File: src/rtl/rbm_seq_pkg.sv
// Shared types for the RBM batch sequencer.
// State encoding, the no-class marker and a width-neutral compare helper.
package rbm_seq_pkg;

  typedef enum logic [2:0] {
    S_IDLE,
    S_FETCH,
    S_RRST,
    S_RUN,
    S_ARGMAX,
    S_REPORT,
    S_DONE
  } state_t;

  // Slice down to the label width at the use site.
  localparam logic [31:0] CLASS_NONE = '1;

  // Operands arrive already extended to 32 bits by the caller.
  function automatic logic gt_cmp(
    input logic [31:0] a,
    input logic [31:0] b,
    input logic        sgn
  );
    if (sgn) return $signed(a) > $signed(b);
    return a > b;
  endfunction

endpackage

File: src/rtl/rbm_argmax_seq.sv
// Sequential argmax, one element per cycle, lowest index wins ties.
// Ports: clock, reset(n), start, is_signed, vec -> busy, done, index, max_val.
module rbm_argmax_seq
  import rbm_seq_pkg::*;
#(
  parameter int N  = 10,
  parameter int W  = 12,
  parameter int IW = 4
) (
  input  logic           clock,
  input  logic           reset,
  input  logic           start,
  input  logic           is_signed,
  input  logic [N*W-1:0] vec,
  output logic           busy,
  output logic           done,
  output logic [IW-1:0]  index,
  output logic [W-1:0]   max_val
);

  localparam int CW = (N > 1) ? $clog2(N) : 1;

  logic [W-1:0]  elems [N];
  logic [CW-1:0] pos;
  logic [IW-1:0] best_idx;
  logic [W-1:0]  best_val;
  logic [W-1:0]  cur;
  logic          take;

  for (genvar g = 0; g < N; g++) begin : g_unpack
    assign elems[g] = vec[g*W +: W];
  end

  function automatic logic [31:0] ext(
    input logic [W-1:0] v,
    input logic         sgn
  );
    return sgn ? {{(32-W){v[W-1]}}, v}
               : {{(32-W){1'b0}}, v};
  endfunction

  // index/max_val include the element under scan, so on the
  // done cycle they already hold the final answer.
  always_comb begin
    cur  = elems[pos];
    take = busy && ((pos == '0) ||
           gt_cmp(ext(cur, is_signed),
                  ext(best_val, is_signed),
                  is_signed));
    index   = take ? IW'(pos) : best_idx;
    max_val = take ? cur : best_val;
    done    = busy && (pos == CW'(N-1));
  end

  always_ff @(posedge clock or negedge reset) begin
    if (!reset) begin
      busy     <= 1'b0;
      pos      <= '0;
      best_idx <= '0;
      best_val <= '0;
    end else if (start && !busy) begin
      busy <= 1'b1;
      pos  <= '0;
    end else if (busy) begin
      best_idx <= index;
      best_val <= max_val;
      pos      <= pos + CW'(1);
      if (done) busy <= 1'b0;
    end
  end

endmodule

File: src/rtl/rbm_batch_sequencer.sv
// Batch controller: feeds images to Main, waits for finish, scores argmax.
// Ports: image source handshake, Main control/data, per-image result, batch counters.
module rbm_batch_sequencer
  import rbm_seq_pkg::*;
#(
  parameter int INPUT_DIM  = 784,
  parameter int OUTPUT_DIM = 10,
  parameter int BITLENGTH  = 12,
  parameter int LABEL_W    = 4,
  parameter int BATCH_SIZE = 16,
  parameter int CNT_W      = 16,
  parameter int RST_CYCLES = 2,
  parameter int TIMEOUT    = 65535
) (
  input  logic                            clock,
  input  logic                            reset,
  input  logic                            start,
  input  logic                            img_valid,
  output logic                            img_ready,
  input  logic [INPUT_DIM-1:0]            img_data,
  input  logic [LABEL_W-1:0]              img_label,
  output logic                            rbm_reset,
  output logic                            rbm_data_valid,
  output logic [INPUT_DIM-1:0]            rbm_input,
  input  logic [OUTPUT_DIM*BITLENGTH-1:0] rbm_output,
  input  logic                            rbm_finish,
  output logic                            result_valid,
  output logic [LABEL_W-1:0]              result_class,
  output logic                            result_hit,
  output logic                            result_timeout,
  output logic [CNT_W-1:0]                image_count,
  output logic [CNT_W-1:0]                correct_count,
  output logic                            busy,
  output logic                            done
);

  localparam int TMAX = (TIMEOUT > RST_CYCLES) ? TIMEOUT : RST_CYCLES;
  localparam int TW   = $clog2(TMAX + 1);

  state_t state, state_next;

  logic [TW-1:0]                     cnt;
  logic                              finish_q;
  logic                              fin_edge;
  logic                              tmo;
  logic                              launch;
  logic                              last;
  logic [CNT_W-1:0]                  img_inc;
  logic [LABEL_W-1:0]                label_q;
  logic [OUTPUT_DIM*BITLENGTH-1:0]   out_q;
  logic                              am_start;
  logic                              am_done;
  logic                              am_busy_unused;
  logic [LABEL_W-1:0]                am_index;
  logic [BITLENGTH-1:0]              am_max_unused;

  // finish_q samples every cycle, so a finish already high on
  // RUN entry is not mistaken for an edge.
  assign fin_edge = rbm_finish && !finish_q;
  assign tmo      = (cnt == TW'(TIMEOUT));
  assign launch   = start && (state == S_IDLE || state == S_DONE);
  assign img_inc  = (image_count == '1) ? image_count
                                        : image_count + CNT_W'(1);
  assign last     = (img_inc == CNT_W'(BATCH_SIZE));
  assign am_start = (state == S_RUN) && fin_edge;

  assign img_ready      = (state == S_FETCH);
  assign rbm_data_valid = (state == S_RUN);
  assign result_valid   = (state == S_REPORT);
  assign done           = (state == S_DONE);
  assign busy           = !(state == S_IDLE || state == S_DONE);
  assign rbm_reset      = (state == S_IDLE) || (state == S_RRST) ||
                          (state == S_DONE);

  always_comb begin
    state_next = state;
    unique case (state)
      S_IDLE:   if (start) state_next = S_FETCH;
      S_FETCH:  if (img_valid) state_next = S_RRST;
      S_RRST:   if (cnt == TW'(RST_CYCLES-1)) state_next = S_RUN;
      S_RUN: begin
        if (fin_edge) state_next = S_ARGMAX;
        else if (tmo) state_next = S_REPORT;
      end
      S_ARGMAX: if (am_done) state_next = S_REPORT;
      S_REPORT: state_next = last ? S_DONE : S_FETCH;
      S_DONE:   if (start) state_next = S_FETCH;
      default:  state_next = S_IDLE;
    endcase
  end

  // cnt restarts on every state change; RRST and RUN both use it.
  always_ff @(posedge clock or negedge reset) begin
    if (!reset) begin
      state    <= S_IDLE;
      cnt      <= '0;
      finish_q <= 1'b0;
    end else begin
      state    <= state_next;
      finish_q <= rbm_finish;
      if (state_next != state) cnt <= '0;
      else if (cnt != '1)      cnt <= cnt + TW'(1);
    end
  end

  always_ff @(posedge clock or negedge reset) begin
    if (!reset) begin
      rbm_input      <= '0;
      label_q        <= '0;
      out_q          <= '0;
      result_class   <= '0;
      result_hit     <= 1'b0;
      result_timeout <= 1'b0;
    end else begin
      if (state == S_FETCH && img_valid) begin
        rbm_input <= img_data;
        label_q   <= img_label;
      end
      if (am_start) out_q <= rbm_output;
      if (state == S_RUN && !fin_edge && tmo) begin
        result_class   <= CLASS_NONE[LABEL_W-1:0];
        result_hit     <= 1'b0;
        result_timeout <= 1'b1;
      end
      if (state == S_ARGMAX && am_done) begin
        result_class   <= am_index;
        result_hit     <= (am_index == label_q);
        result_timeout <= 1'b0;
      end
    end
  end

  always_ff @(posedge clock or negedge reset) begin
    if (!reset) begin
      image_count   <= '0;
      correct_count <= '0;
    end else if (launch) begin
      image_count   <= '0;
      correct_count <= '0;
    end else if (state == S_REPORT) begin
      image_count <= img_inc;
      if (result_hit && correct_count != '1)
        correct_count <= correct_count + CNT_W'(1);
    end
  end

  rbm_argmax_seq #(
    .N  (OUTPUT_DIM),
    .W  (BITLENGTH),
    .IW (LABEL_W)
  ) u_argmax (
    .clock     (clock),
    .reset     (reset),
    .start     (am_start),
    .is_signed (1'b1),
    .vec       (out_q),
    .busy      (am_busy_unused),
    .done      (am_done),
    .index     (am_index),
    .max_val   (am_max_unused)
  );

endmodule

File: config.mk
export PLATFORM = sky130hd
export DESIGN_NAME = rbm_batch_sequencer
export DESIGN_NICKNAME = d
export VERILOG_FILES = /design/src/rtl/rbm_seq_pkg.sv /design/src/rtl/rbm_argmax_seq.sv /design/src/rtl/rbm_batch_sequencer.sv
export SDC_FILE = /design/constraint.sdc
export NUM_CORES = 1
export LEC_CHECK = 0
export CAP_MARGIN = 15
export CORE_AREA = 4 4 682 684
export DETAILED_ROUTE_END_ITERATION = 10
export DIE_AREA = 0 0 686 688
export PLACE_DENSITY_LB_ADDON = 0.05
export SLEW_MARGIN = 20
export SYNTH_ARGS = -nofsm -noshare
export SYNTH_HDL_FRONTEND = slang
export SYNTH_SLANG_ARGS = --single-unit
File: constraint.sdc
create_clock -name clock -period 4.5 [get_ports clock]
set_clock_uncertainty 0.2 [all_clocks]
set_input_delay 0.675 -clock clock [delete_from_list [all_inputs] [get_ports clock]]
set_output_delay 0.675 -clock clock [all_outputs]
set_load 0.02 [all_outputs]
== After elaboration in Yosys (flattened, before gate mapping) ==
Cells that the tools add are included.
Widths: inputs -> output; s select.

* Input port bits: 913
* RAM bits: 0
* Register bits: 987
* Latch bits: 0
* Memories: 0
* Bits in read-only memories: 0

* $add $sub $neg: 4
* $mul: 0
* Multiplexer cells: 31
* Reduce and logical (&&, ||, !) cells: 30
* Equal/unequal tests: 15
* Divide/modulo/power cells: 0
* Magnitude comparators: 2
* Bitwise operators: 2
* Shift operators: 0

{| class="wikitable"
|+ Operators with widths
! kind !! number
|-
| $mux 16 || 8
|-
| $add 16x1->16 const B || 3
|-
| $bmux 12 s4 || 1
|-
| $eq 16x16->1 const B || 2
|-
| $ne 16x16->1 const B || 2
|-
| $mux 12 || 2
|-
| $mux 3 || 7
|-
| $mux 4 || 5
|-
| $pmux 3 s6 || 1
|-
| $eq 16x1->1 const B || 1
|-
| $eq 16x5->1 const B || 1
|-
| $gt 12x12->1 || 1
|-
| $logic_and 1x1->1 || 11
|-
| $reduce_bool 2->1 || 5
|-
| $eq 3x3->1 const B || 3
|-
| $mux 1 || 7
|-
| $eq 3x2->1 const B || 2
|-
| $ge 5x5->1 const B || 1
|-
| $not 4->5 || 1
|-
| $add 4x1->4 const B || 1
|-
| $eq 4x4->1 || 1
|-
| $eq 4x4->1 const B || 1
|-
| $logic_not 1->1 || 4
|-
| $logic_not 4->1 || 1
|-
| other kinds (8) || 12
|}

== Longest topological paths before layout ==
Gate-level depths: netlist of run 1.

* Depth in word-level cells: 10
* Mapped depth: 16

== By module ==
From an unflattened synthesis of run 1, not the netlist that was laid out.

* Cell total of the unflattened synthesis: 2,549
* Area, all modules: 39,594.2 um^2

{| class="wikitable"
|+ By module, submodules not included
! module !! instances !! cells each !! area each (um^2)
|-
| rbm_batch_sequencer || 1 || 2,289 || 37,000.5
|-
| rbm_argmax_seq || 1 || 260 || 2,593.7
|}

== Worst setup path before layout of run 1 ==
No wires, ideal clock.

* Path type: reg-to-reg
* Start: reg u_argmax.pos[0]
* End: reg result_hit
* Path buffers: 3
* Slack: 0.691 ns
* Stages on the path, launching flop included: 15
* Clock period less this slack: 3.809 ns
* Arrival: 3.481 ns
* Path through: dfrtp_1 -> buf_2 -> clkbuf_1 -> mux2_2 -> a221oi_1 -> a21oi_1 -> ha_1 -> a211oi_1 -> nand3_1 -> a221oi_1 -> o21ai_1 -> buf_2 -> mux2_2 -> o221ai_1 -> o31ai_1

* Cells in the longest elaborated chain, start to end: 10
* Elaborated cells between the ends (all ways): 15
* Those cells by class: order compare: 1; eq/ne: 2; mux: 5; bitwise: 1; reduce/logical: 6

{| class="wikitable"
|+ RTL lines
! element !! RTL line !! text
|-
| from (decl) || rbm_argmax_seq.sv:24 || <nowiki>logic [CW-1:0] pos;</nowiki>
|-
| from (signal assigned) || rbm_argmax_seq.sv:67 || <nowiki>pos <= pos + CW'(1);</nowiki>
|-
| $not 4->5 (implied by the code) || rbm_argmax_seq.sv:45 || <nowiki>cur = elems[pos];</nowiki>
|-
| $bmux 12 s4 || rbm_argmax_seq.sv:45 ||
|-
| $mux 12 (implied by the code) (2 in a row) || rbm_argmax_seq.sv:45 ||
|-
| via u_argmax.cur[9] || rbm_argmax_seq.sv:27 || <nowiki>logic [W-1:0] cur;</nowiki>
|-
| $gt 12x12->1 || rbm_seq_pkg.sv:24 || <nowiki>if (sgn) return $signed(a) > $signed(b);</nowiki>
|-
| $logic_or 1x1->1 || rbm_argmax_seq.sv:46 || <nowiki>take = busy && ((pos == '0) ||</nowiki>
|-
| $logic_and 1x1->1 || rbm_argmax_seq.sv:46 ||
|-
| $mux 4 || rbm_argmax_seq.sv:50 || <nowiki>index = take ? IW'(pos) : best_idx;</nowiki>
|-
| $eq 4x4->1 || rbm_batch_sequencer.sv:127 || <nowiki>result_hit <= (am_index == label_q);</nowiki>
|-
| $mux 1 || rbm_batch_sequencer.sv:125 || <nowiki>if (state == S_ARGMAX && am_done) begin</nowiki>
|-
| to (signal assigned) || rbm_batch_sequencer.sv:127 ||
|-
| to (decl) || rbm_batch_sequencer.sv:29 || <nowiki>output logic result_hit,</nowiki>
|}

The timed path passes the listed nets, and every way through them passes these cells. The select of a mux whose other input is x is not followed.
A chain may end at the register's enable or synchronous reset.

== Worst setup path after layout of run 1 ==
* Start: reg state[1]
* End: out result_valid

* Cells in the longest elaborated chain, start to end: 1

{| class="wikitable"
|+ RTL lines
! element !! RTL line !! text
|-
| from (decl) || rbm_batch_sequencer.sv:40 || <nowiki>state_t state, state_next;</nowiki>
|-
| from (signal assigned) || rbm_batch_sequencer.sv:99 || <nowiki>state <= state_next;</nowiki>
|-
| $eq 3x3->1 || rbm_batch_sequencer.sv:69 || <nowiki>assign result_valid = (state == S_REPORT);</nowiki>
|-
| to (decl) || rbm_batch_sequencer.sv:27 || <nowiki>output logic result_valid,</nowiki>
|}

No other way between the ends.

==> results of run 1 <==
## cell usage after synthesis (8+ instances only)
master / number / area [um2]
mux4_2: 24 / 541
a31oi_1: 8 / 50.1
clkbuf_1: 44 / 165
dfrtp_1: 987 / 24700
buf_2: 94 / 470
o21ai_0: 29 / 145
xnor2_1: 8 / 70.1
a21oi_1: 27 / 135
inv_1: 29 / 109
nand4_1: 21 / 131
nor2_1: 65 / 244
and2_1: 10 / 62.6
nor3_1: 16 / 80.1
buf_1: 8 / 30.0
nand2_1: 407 / 1530
nand3_1: 18 / 90.1
ha_1: 19 / 238
xor2_1: 21 / 184
a221oi_1: 12 / 105
mux2_2: 814 / 9170
## state kept, by name, indices dropped and copies added, names as in the netlist
signal             cells
cnt                   16
correct_count         16
finish_q               1
image_count           16
label_q                4
out_q                120
rbm_input            784
result_class           4
result_hit             1
result_timeout         1
state                  3
u_argmax.best_idx      4
u_argmax.best_val     12
u_argmax.busy          1
u_argmax.pos           4
## power by group through the flow
| stage | clock, mW | combinational (mW) | sequential (mW) |
|---|---|---|---|
| 2_1_floorplan | 0 | 6.99 | 19.8 |
| 3_3_place_gp | 0 | 26.7 | 16.1 |
| 3_5_place_dp | 0 | 26.5 | 16.2 |
| 4_1_cts | 14.0 | 26.6 | 16.1 |
| 5_1_grt | 14.2 | 27.1 | 16.5 |
| 6_report | 13.1 | 25.4 | 15.9 |
## per-layer routing
layer  routed length (um)  global-route usage, %
met1               104000                   12.5
met2               156000                   22.5
met3                25800                   4.85
met4                 6140                   2.21
met5                  802                      0
## repair_timing
action,4_1_cts,5_1_grt
setup endpoints to repair,0,0
hold buffers,8,0
hold endpoints to repair,31,0
## worst reg2reg max path, stage by stage (launching register included)
cell      delay (ns)
dfrtp_2         0.47
buf_12          0.17
mux4_2          0.49
a221oi_1        0.56
a21oi_1         0.13
ha_1            0.38
nand4_1         0.13
or4_1           0.52
nand3_1         0.11
o21ai_2         0.13
mux2_2          0.33
o22a_1          0.20
o31ai_1         0.19
## through the flow
step	hold WS, ns	utilization, %
4_1_cts	0.00122	15.2
5_1_grt	0.0512	15.2
3_3_place_gp	0.255	14.1
3_5_place_dp	0.261	14.1
6_report	0.150	15.3
2_1_floorplan	0.179	-
## area by class of cell
| class | count | area (um2) |
|---|---|---|
| Timing Repair Buffer | 1836 | 18600 |
| Fill cell | 51000 | 389000 |
| Inverter | 31 | 116 |
| Clock buffer | 250 | 4900 |
| Multi-Input combinational cell | 1586 | 13500 |
| Antenna cell | 28 | 70.1 |
| Sequential cell | 987 | 24700 |
| Tap cell | 6149 | 7690 |
| Clock inverter | 43 | 483 |
## kinds of logic after synthesis
kind of cell | share of synthesized area (%)
and+or+nand+nor | 6.35
muxes | 25.0
buffers and inverters | 2.07
xor gates and xnor gates | 0.651
adders and majority gates | 0.610
DFF | 63.3
AOI/OAI and AO/OA | 1.95
## worst min-delay path by stage
stage / start / to / slack, ns
after floorplan: reset / cnt[0] / 0.18
after CTS: rbm_output[76] / out_q[76] / 0.001
after global placement: out_q[93] / out_q[93] / 0.25
after global routing: rbm_output[108] / out_q[108] / 0.05
after detailed placement: out_q[18] / out_q[18] / 0.26
final: rbm_output[50] / out_q[50] / 0.15
==> reports/metrics.yaml, run 1 <==
outcome:
  status: "finished, final reports clean"
job:
  maxCapViolCount: 0
routing:
  wl_um: 293000
  vias: 30800
  firstDrtPassIters: 4
  wire_per_inst_um: 26.9
  antenna_left: 0
  drc_errors: 0
  drtIter0Drc: 1035
  via_per_inst: 2.83
clock_network:
  cts_tree: "built"
  clk_pin_slew_ns: 0.05
  clock_sinks: 987
  cts_resized: 0
  clock_path_buffers: 4
  cts_setup_buffers: 0
  insertion_delay_ns: 0.86
  numCtsBuffers: 163
  ctsRootBufferMaster: "clkbuf_16"
  htreeDepth: 4
yosys:
  syn_area_um2: 39000
  synthArstFlopShare_pct: 100
  ys_ff_latch: 987
  ys.flop_type: "dfrtp_1"
  synth_edf_count: 0
  yosysSeqAreaShare_pct: 63.3
  syn_inst: 2753
  synth_nets: 3685
  ys.warnings.count: 0
  synth_cell_type_count: 66
  syn_avg_cell_area_um2: 14.2
sta:
  fin_crit_sh_pct: 92.2
  tightest_slew_ns: 0.930
  setup_slack_ns: 0.352
  fmax_ghz: 0.241
  final.setup.tns_ns: 0
  maxSlewHeadroom_pct: 38.0
  slew_violations: 0
  hold_viol_final: 0
  post-route-min-period_ns: 4.15
  rsz0062_at_grt: "no"
  final-setup-viol-count: 0
worst_setup_path:
  crit_cells: 4
  r2r_start: "u_argmax.pos[0]"
  slowest_stage: "clkdlybuf4s50_1"
  cp-start-kind: "register"
  worstPathArrival_ns: 3.27
  cp-end-kind: "output port"
  r2r-end: "result_hit"
  crit_fanout: 17
  crit_type: "reg -> out"
  path_delay_family: "buffers and inverters"
  r2r.worst_path.cells: 12
  crit_required_ns: 3.62
  crit_end: "result_valid"
  crit_chain: "and2b_1, nand2_2, clkinv_1, clkdlybuf4s50_1"
  critical_path.startpoint: "state[1]"
  r2r_slack_ns: 0.40
  path_buf_inv: 2
  slowest_delay_ns: 0.80
floorplan:
  placementRows: 249
  chipWidth_um: 686
  dieArea_um2: 472000
  die_y_um: 688
  start_util_pct: 8.50
  core_area_um2: 459000
  num_io_pins: 1741
placed_design:
  pre_cts_slack_ns: 0.276
  dp_hpwl_um: 240000
  place.gp.congestion: 0.743
  placed_cell_area_um2: 64500
  io_buffers: 1740
  placedCellCount: 10600
pwr:
  p_sw_share_pct: 39.9
  pwr-share-comb_pct: 46.7
  power_mw: 54.5
  internal-power_mw: 32.8
  power_density_nw_per_um2: 778
  p_switching_mw: 21.7
  p_leak_nw: 27.2
  power_frac_clock_pct: 24.1
  power_frac_seq_pct: 29.2
  vdd_ir_drop_max_mv: 0.311
layout:
  fin_area_um2: 70000
  drive_gt1_share_pct: 25.2
  syn2layout_area_growth_pct: 79.6
  nNetsFinal: 5537
  final_common_cell: "clkdlybuf4s50_1"
  fin_cells: 10900
  final_cell_mix: "clkdlybuf4s50_1 (1,739), dfrtp_1 (986), mux2_2 (814)"
global_routing:
  grt_overflow: 0
  grt_pass1_wl_um: 374000
  grt_use_total_pct: 12.0
  grt_start_max_net_pins: 102
  grt_pass1_vias: 33300
  antenna_found_initial: 221
worst_hold_path:
  hold_path_depth: 3
  min_path_type: "in -> reg"
Power figures use the tool's default switching activity.
==> inputs of run 2 (changes only) <==
ABC_AREA = 1   (was unset)
CORE_AREA = 4 4 684 686   (was 4 4 682 684)
DIE_AREA = 0 0 688 690   (was 0 0 686 688)
==> run 2 against run 1 <==
Effect of this change: setup slack better by 0.37 ns; synthesized cell count is 9.8% higher; clock power is essentially flat; sequential power barely moved; routed wire length is 17% higher; highest routed layer unchanged.
==> reports/metrics.yaml, run 2 <==
placed_design:
  placed_cell_area_um2: 64600
  placedCellCount: 10900
  io_buffers: 1740
  dp_hpwl_um: 288000
  place.gp.congestion: 0.786
layout:
  reg.largest.list: "rbm_input x784, out_q x120"
  nFillCells: 51600
  top_register: "rbm_input"
  largest_reg_flops: 784
  syn2layout_area_growth_pct: 79.2
  fin_area_um2: 70100
  drive_gt1_share_pct: 23.1
  fin_cells: 11200
  nNetsFinal: 5802
  final_cell_mix: "clkdlybuf4s50_1 (1,739), dfrtp_1 (987), mux2_2 (784)"
  final_common_cell: "clkdlybuf4s50_1"
yosys:
  synthTopCellsByCount: "dfrtp_1 (987), mux2_2 (784), nand2_1 (575), clkbuf_1 (129), nor2_1 (113)"
  ys_ff_latch: 987
  yosys.cell_count.top_type: "dfrtp_1"
  synth_edf_count: 0
  syn_avg_cell_area_um2: 12.9
  yosysTopAreaCellShare_pct: 63.1
  synthArstFlopShare_pct: 100
  ys.warnings.count: 0
  yosysSeqAreaShare_pct: 63.1
  synth_area_leaders: "dfrtp_1 (63%), mux2_2 (23%), nand2_1 (5.5%)"
  synth_nets: 3956
  syn_inst: 3024
  syn_area_um2: 39100
  ys.flop_type: "dfrtp_1"
  yosysTopAreaCell: "dfrtp_1"
  synth_cell_type_count: 40
pwr:
  power_density_nw_per_um2: 804
  power_mw: 56.4
  vdd_ir_drop_max_mv: 0.286
  p_leak_nw: 27.9
worst_setup_path:
  crit_cells: 2
  slowest_delay_ns: 0.81
  r2r.worst_path.cells: 25
  worstPathArrival_ns: 2.90
  crit_end: "img_ready"
  cp-start-kind: "register"
  crit_required_ns: 3.62
  path_delay_family: "simple AND/OR/NAND/NOR gates"
  r2r-end: "result_hit"
  crit_fanout: 9
  r2r_start: "u_argmax.pos[1]"
  cp-end-kind: "output port"
  critical_path.startpoint: "state[2]"
  crit_type: "reg -> out"
  slowest_stage: "nor3_1"
  path_buf_inv: 1
  r2r_slack_ns: 0.99
  crit_chain: "nor3_1, clkdlybuf4s50_1"
outcome:
  status: "finished, final reports clean"
global_routing:
  grt_start_max_net_pins: 121
  grt_overflow: 0
  grt_pass1_wl_um: 428000
  antenna_found_initial: 341
  grt_use_total_pct: 14.1
  grt_pass1_vias: 34600
sta:
  slew_violations: 0
  fin_crit_sh_pct: 83.9
  maxSlewHeadroom_pct: 33.3
  fmax_ghz: 0.265
  final-setup-viol-count: 0
  tightest_slew_ns: 0.998
  rsz0062_at_grt: "no"
  post-route-min-period_ns: 3.78
  final.setup.tns_ns: 0
  hold_viol_final: 0
job:
  maxCapViolCount: 0
floorplan:
  die_y_um: 690
  start_util_pct: 8.47
  dieArea_um2: 475000
  num_io_pins: 1741
  core_area_um2: 462000
  placementRows: 250
  chipWidth_um: 688
routing:
  wire_per_inst_um: 30.6
  antenna_left: 0
  via_per_inst: 2.91
  drc_errors: 0
  firstDrtPassIters: 6
  vias: 32700
  drtIter0Drc: 1331
  wl_um: 343000
worst_hold_path:
  min_path_type: "in -> reg"
  worst_hold_startpoint: "rbm_output[14]"
  hold_path_depth: 3
clock_network:
  cts_hold_buf: 2
  cts_tree: "built"
  clock_sinks: 987
  insertion_delay_ns: 0.85
  clock_path_buffers: 4
  cts_resized: 0
  clk_pin_slew_ns: 0.06
  htreeDepth: 4
  cts_setup_buffers: 0
  numCtsBuffers: 165
  ctsRootBufferMaster: "clkbuf_16"
## run 2: cell count changes after synthesis, sizes merged, moves of 10 or more
| cell | change |
|---|---|
| a221oi | -10 |
| and2 | -10 |
| buf | -88 |
| clkbuf | +85 |
| inv | +77 |
| mux2 | -30 |
| mux4 | -24 |
| nand2 | +174 |
| nand3 | +44 |
| nor2 | +63 |
| o21ai | +53 |
| o22ai | +34 |
## run 2: final cells by class
type	count	area, um2	share of cell area [%]
Antenna cell	50	125	0.178
Clock buffer	256	4920	7.02
Clock inverter	38	433	0.617
Inverter	106	398	0.567
Multi-Input combinational cell	1785	13500	19.2
Sequential cell	987	24700	35.2
Tap cell	6174	7720	11.0
Timing Repair Buffer	1825	18400	26.2
## run 2: how the worst min path moves through the flow
stage	slack, ns	endpoint
2_1_floorplan	0.18	cnt[0]
3_3_place_gp	0.26	out_q[19]
3_5_place_dp	0.26	out_q[19]
4_1_cts	0.04	out_q[118]
5_1_grt	0.09	out_q[118]
6_report	0.18	out_q[14]
## run 2: power breakdown
group          switching (mW)  internal, mW  total, mW
registers                2.90          13.2       16.1
clock network            5.40          7.85       13.2
logic                    15.8          11.3       27.1
total                    24.1          32.3       56.4
## run 2: logic make-up (layout without fill, tap and decap cells)
family	count (synthesis)	count (layout)	share of synthesized area [%]
other	0	50	0
adder cells (fa/ha/maj)	19	19	0.608
buffers and inverters	252	2225	2.52
flip-flops	987	987	63.1
AO/OA/AOI/OAI	147	147	2.08
XOR/XNOR	16	16	0.358
AND/OR/NAND/NOR	819	819	8.75
multiplexers	784	784	22.6
## run 2: worst min-delay path, cell delays in order
cell and delay [ns]:
clkdlybuf4s50_1 0.39, nand2_1 0.06, nand2_1 0.04
## run 2: through the flow
stage                     util, %  hold WS, ns  worst slack (ns)
after CTS                    15.2       0.0369             0.549
after global placement       14.0        0.256             0.850
final                        15.2        0.183             0.723
after detailed placement     14.0        0.263             0.913
after global routing         15.2       0.0899             0.458
after floorplan                 -        0.179              1.22
## run 2: routing by layer
layer	vias up	wire length [um]	GRT usage, %
met5	-	1230	0
met3	702	35000	6.78
met2	1422	176000	25.7
li1	14000	-	-
met1	16400	124000	14.7
met4	188	6490	1.92
